File: src/rtl/arb_pkg.sv
// Shared constants, FSM state type and a one-hot helper for the 8-way
// round-robin arbiter.
package arb_pkg;

  localparam int N_REQ = 8;
  localparam int IDX_W = 3;

  typedef enum logic {
    IDLE  = 1'b0,
    GRANT = 1'b1
  } arbState_t;

  function automatic logic [N_REQ-1:0] oneHot(input logic [IDX_W-1:0] idx);
    logic [N_REQ-1:0] vec;
    vec = '0;
    vec[idx] = 1'b1;
    return vec;
  endfunction

endpackage

File: src/rtl/rr_pick8.sv
// Combinational round-robin pick: the first active request strictly after
// lastIdx, wrapping, with lastIdx itself checked last.
module rr_pick8
  import arb_pkg::*;
(
  input  logic [N_REQ-1:0] req,
  input  logic [IDX_W-1:0] last_idx,
  output logic [IDX_W-1:0] win_idx,
  output logic             any
);

  logic [IDX_W-1:0] offset;
  logic [N_REQ-1:0] rotReq;
  logic [IDX_W-1:0] rotIdx;

  assign offset = last_idx + IDX_W'(1);

  // Rotate right so that requester lastIdx+1 lands at position 0.
  for (genvar gi = 0; gi < N_REQ; gi++) begin : gRot
    assign rotReq[gi] = req[IDX_W'(gi) + offset];
  end

  always_comb begin
    rotIdx = '0;
    for (int i = N_REQ - 1; i >= 0; i--) begin
      if (rotReq[i]) rotIdx = IDX_W'(i);
    end
  end

  // 3-bit addition wraps mod 8, undoing the rotation.
  assign win_idx = rotIdx + offset;
  assign any     = |req;

endmodule

File: src/rtl/rr_arbiter8.sv
// Round-robin arbiter for 8 requesters: grants are held until done, owner
// release or MAX_HOLD, and every release is followed by one idle cycle.
module rr_arbiter8
  import arb_pkg::*;
#(
  parameter int MAX_HOLD = 16,
  parameter int CNT_W    = 5
) (
  input  logic             clk,
  input  logic             rst_n,
  input  logic [N_REQ-1:0] req,
  input  logic             done,
  output logic [N_REQ-1:0] grant,
  output logic [IDX_W-1:0] grant_idx,
  output logic             grant_valid,
  output logic             timeout
);

  arbState_t        state;
  logic [CNT_W-1:0] holdCnt;
  logic [IDX_W-1:0] lastIdx;
  logic [IDX_W-1:0] pickIdx;
  logic             pickAny;
  logic             ownerReq;
  logic             limitHit;
  logic             releaseNow;

  rr_pick8 uPick (
    .req      (req),
    .last_idx (lastIdx),
    .win_idx  (pickIdx),
    .any      (pickAny)
  );

  assign ownerReq   = req[grant_idx];
  assign limitHit   = (holdCnt == CNT_W'(MAX_HOLD - 1));
  assign releaseNow = done || !ownerReq || limitHit;

  always_ff @(posedge clk or negedge rst_n) begin
    if (!rst_n) begin
      state       <= IDLE;
      grant       <= '0;
      grant_idx   <= '0;
      grant_valid <= 1'b0;
      timeout     <= 1'b0;
      holdCnt     <= '0;
      lastIdx     <= IDX_W'(N_REQ - 1);
    end else begin
      timeout <= 1'b0;
      case (state)
        IDLE: begin
          if (pickAny) begin
            state       <= GRANT;
            grant       <= oneHot(pickIdx);
            grant_idx   <= pickIdx;
            grant_valid <= 1'b1;
            lastIdx     <= pickIdx;
            holdCnt     <= '0;
          end
        end
        GRANT: begin
          if (releaseNow) begin
            state       <= IDLE;
            grant       <= '0;
            grant_idx   <= '0;
            grant_valid <= 1'b0;
            holdCnt     <= '0;
            // Flag only releases forced purely by the hold limit.
            timeout     <= limitHit && !done && ownerReq;
          end else begin
            holdCnt <= holdCnt + CNT_W'(1);
          end
        end
        default: state <= IDLE;
      endcase
    end
  end

endmodule

File: config.mk
export PLATFORM = sky130hd
export DESIGN_NAME = rr_arbiter8
export DESIGN_NICKNAME = d
export VERILOG_FILES = /design/src/rtl/arb_pkg.sv /design/src/rtl/rr_pick8.sv /design/src/rtl/rr_arbiter8.sv
export SDC_FILE = /design/constraint.sdc
export NUM_CORES = 1
export LEC_CHECK = 0
export BUFFER_PORTS_ARGS = -buffer_cell sky130_fd_sc_hd__buf_4
export CORE_UTILIZATION = 30
export DETAILED_ROUTE_END_ITERATION = 8
export SKIP_CTS_REPAIR_TIMING = 1
export SLEW_MARGIN = 5
export SYNTH_ARGS = -nofsm -noshare
export SYNTH_HDL_FRONTEND = slang
export SYNTH_HIERARCHICAL = 1
export SYNTH_SLANG_ARGS = --single-unit
File: constraint.sdc
create_clock -name clk -period 5.1 [get_ports clk]
set_input_delay 1.02 -clock clk [delete_from_list [all_inputs] [get_ports clk]]
set_output_delay 1.02 -clock clk [all_outputs]
set_load 0.02 [all_outputs]
==> metrics <==
reg2reg start=lastIdx[0]; period utilization=0.8447; Max Root-Sink Buffers=2; commonest non-fill, non-tap cell in the layout=buf_4; die area=0.005832 mm2; core footprint=0.005205 mm2; CP cell instances=inv_1 > ha_1 > mux4_2 > mux2i_1 > o21ai_0 > a21boi_0 > o221a_2 > ha_1 > inv_1 > fa_1 > xnor2_1 > xnor2_1 > or2_2 > o32ai_1; Iter 0 DRT Violations=44; # diodes=0; final setup TNS=0 ns; routability congestion estimate=0.8254; Crit path largest cell delay=0.71 ns; layout cells sized above 1=0.2824; status=finished, final reports clean; Synth area leaders=dfrtp_1 (29%), mux2i_1 (10%), mux4_2 (5.4%), dfstp_2 (4.8%), mux4_1 (4.8%); CTS tree=done; DR vias=1,202; post-layout minimum cycle time=4.308 ns; Data arrival, critical path=4.47 ns; Startpoint Class=flop; FFs w/ async S/R, synth=1.000; initial antenna violation count=0; Yosys cell types=43; first-pass GRT wire length=5.830 mm; first drt pass iteration count=4; Clk Tree Root Cell=clkbuf_8; slowest stage cell on the critical path=dfstp_2; HPWL Detailed=2.511 mm; Seq cells post-synth=22; CP startpoint=lastIdx[0]; Synth Instances=149; Clock Sinks=22; Yosys warning count=6; post-place setup slack=0.8208 ns; remaining antenna violation count=0; Seq/Total Area, Yosys=0.3341; clk slew on worst S/H paths=0.08 ns; Final Routed Wirelength=3.304 mm; vias per cell=5.008; WL met1=1.582 mm; Hold Crit Class=reg -> reg; Hold Path Cell Cnt=2; Top Ports=24; critical path peak fanout=12; final setup violation count=0; WP data required=5.26 ns; clock skew=0.001854 ns; PortBufs=23; Die X=76.37 um; R2R Path End=grant[0]; CP top delay family=adder cells; die height=76.37 um; Reg area=554.3 um2; Hold Crit Endpoint=holdCnt[4]; average wire per standard cell=13.77 um; final worst slack=0.7921 ns; Post-synth EDFFs=0; Clock Latency Late Sink=0.26 ns; commonest cells after routing, fill and taps aside=buf_4 (23), dfrtp_1 (19), inv_1 (18), mux2i_1 (17), nand2_1 (13); GR Overflow Total=0; Met3 Wirelength=96 um; routed wl met2=1.595 mm; largest net degree at the start of global routing=23; r2r setup slk=0.79 ns; H-tree depth=1; CP Class=reg -> reg; CTS Buf Count=3; Max Slew Vio Count=0; mapped cell area=0.001659 mm2; Multi-input gate area=979.7 um2; dominant synthesized flop cell=dfrtp_1; Syn Nets=166; hold wc startpoint=holdCnt[4]; Overall Global Routing Usage=0.1224; Max Clk Rate=232.1 MHz; nets@finish=188; final core occ=0.3683; Setup crit end kind=flop; mean post-synth cell area=11.13 um2; maximum capacitance violations=0; uppermost layer routed=met4; vias in the first global route=1,220; final hold vios=0; cells on worst reg2reg path=14; worst rel slew slack=0.6272; RSZ-0062 raised after global routing=no; Crit path buffers/inverters=2; Synth area leader=dfrtp_1; FILL cells=526; Starting Density=0.3187; area fraction of the dominant cell type after synthesis=0.2866; area grow syn2layout=15.54%; site row count=26; Worst Tran Pin Value=0.5592 ns; drt drc=0
## cells in the mapped netlist, drive strengths merged, types with 3 or more instances
library cell,count
o32ai,4
dfrtp,19
nand2b,5
nand2,13
o22ai,7
nor2,3
mux2i,17
inv,18
mux2,3
ha,5
o21ai,7
mux4,7
clkbuf,4
nand3,3
dfstp,3
## layout make-up
type	instances	area share
Clock buffer	4	0.02872
Inverter	18	0.03525
Multi-Input combinational cell	103	0.5111
Sequential cell	22	0.2892
Tap cell	70	0.04569
Timing Repair Buffer	23	0.09008
## logic make-up (layout without fill, tap and decap cells)
family	Yosys count	in the layout	synth area share
buffers and inverters	24	45	0.07541
DFF	22	22	0.3341
xor gates and xnor gates	5	5	0.04902
muxes	27	27	0.2247
AOI/OAI and AO/OA	27	27	0.1403
and+or+nand+nor	38	38	0.1267
adders and majority gates	6	6	0.04977
## flip-flops by register name, indices dropped and copies added, names as in the netlist
name / cells
grant_idx: 3
grant: 8
state: 1
grant_valid: 1
timeout: 1
holdCnt: 5
lastIdx: 3
## per-stage QoR
stage                     instance area [um2]  instances  hold WS (ns)
after global placement                   1862        236        0.4649
final                                    1917        240        0.4927
after detailed placement                 1862        236        0.4759
after floorplan                          1659        149        0.4498
after CTS                                1917        240        0.4945
after global routing                     1917        240        0.4977
## worst register-to-register path: stages, from the launching register on
cell,delay (ns)
dfstp_2,0.71
inv_1,0.11
ha_1,0.66
mux4_2,0.59
mux2i_1,0.18
o21ai_0,0.12
a21boi_0,0.18
o221a_2,0.21
ha_1,0.13
inv_1,0.05
fa_1,0.37
xnor2_1,0.19
xnor2_1,0.16
or2_2,0.33
o32ai_1,0.23
## worst max-delay path by stage
stage / to / slack (ns) / depth (start not counted)
detailed placement: grant[0] / 0.82 / 14
global route: grant[6] / 0.46 / 14
finish: grant[0] / 0.79 / 14
global placement: grant[0] / 0.94 / 14
floorplan: grant[0] / 1.27 / 16
CTS: grant[0] / 0.81 / 14
## metal layers
layer | global-route usage | up-vias
met1 | 0.1633 | 590
met5 | 0 | -
met2 | 0.2063 | 15
met3 | 0.02635 | 4
li1 | - | 593
met4 | 0.01923 | 0
Power is left out: the tool's default activity adds up to more than one toggle a clock period on the data nets, which glitch-free logic cannot reach.
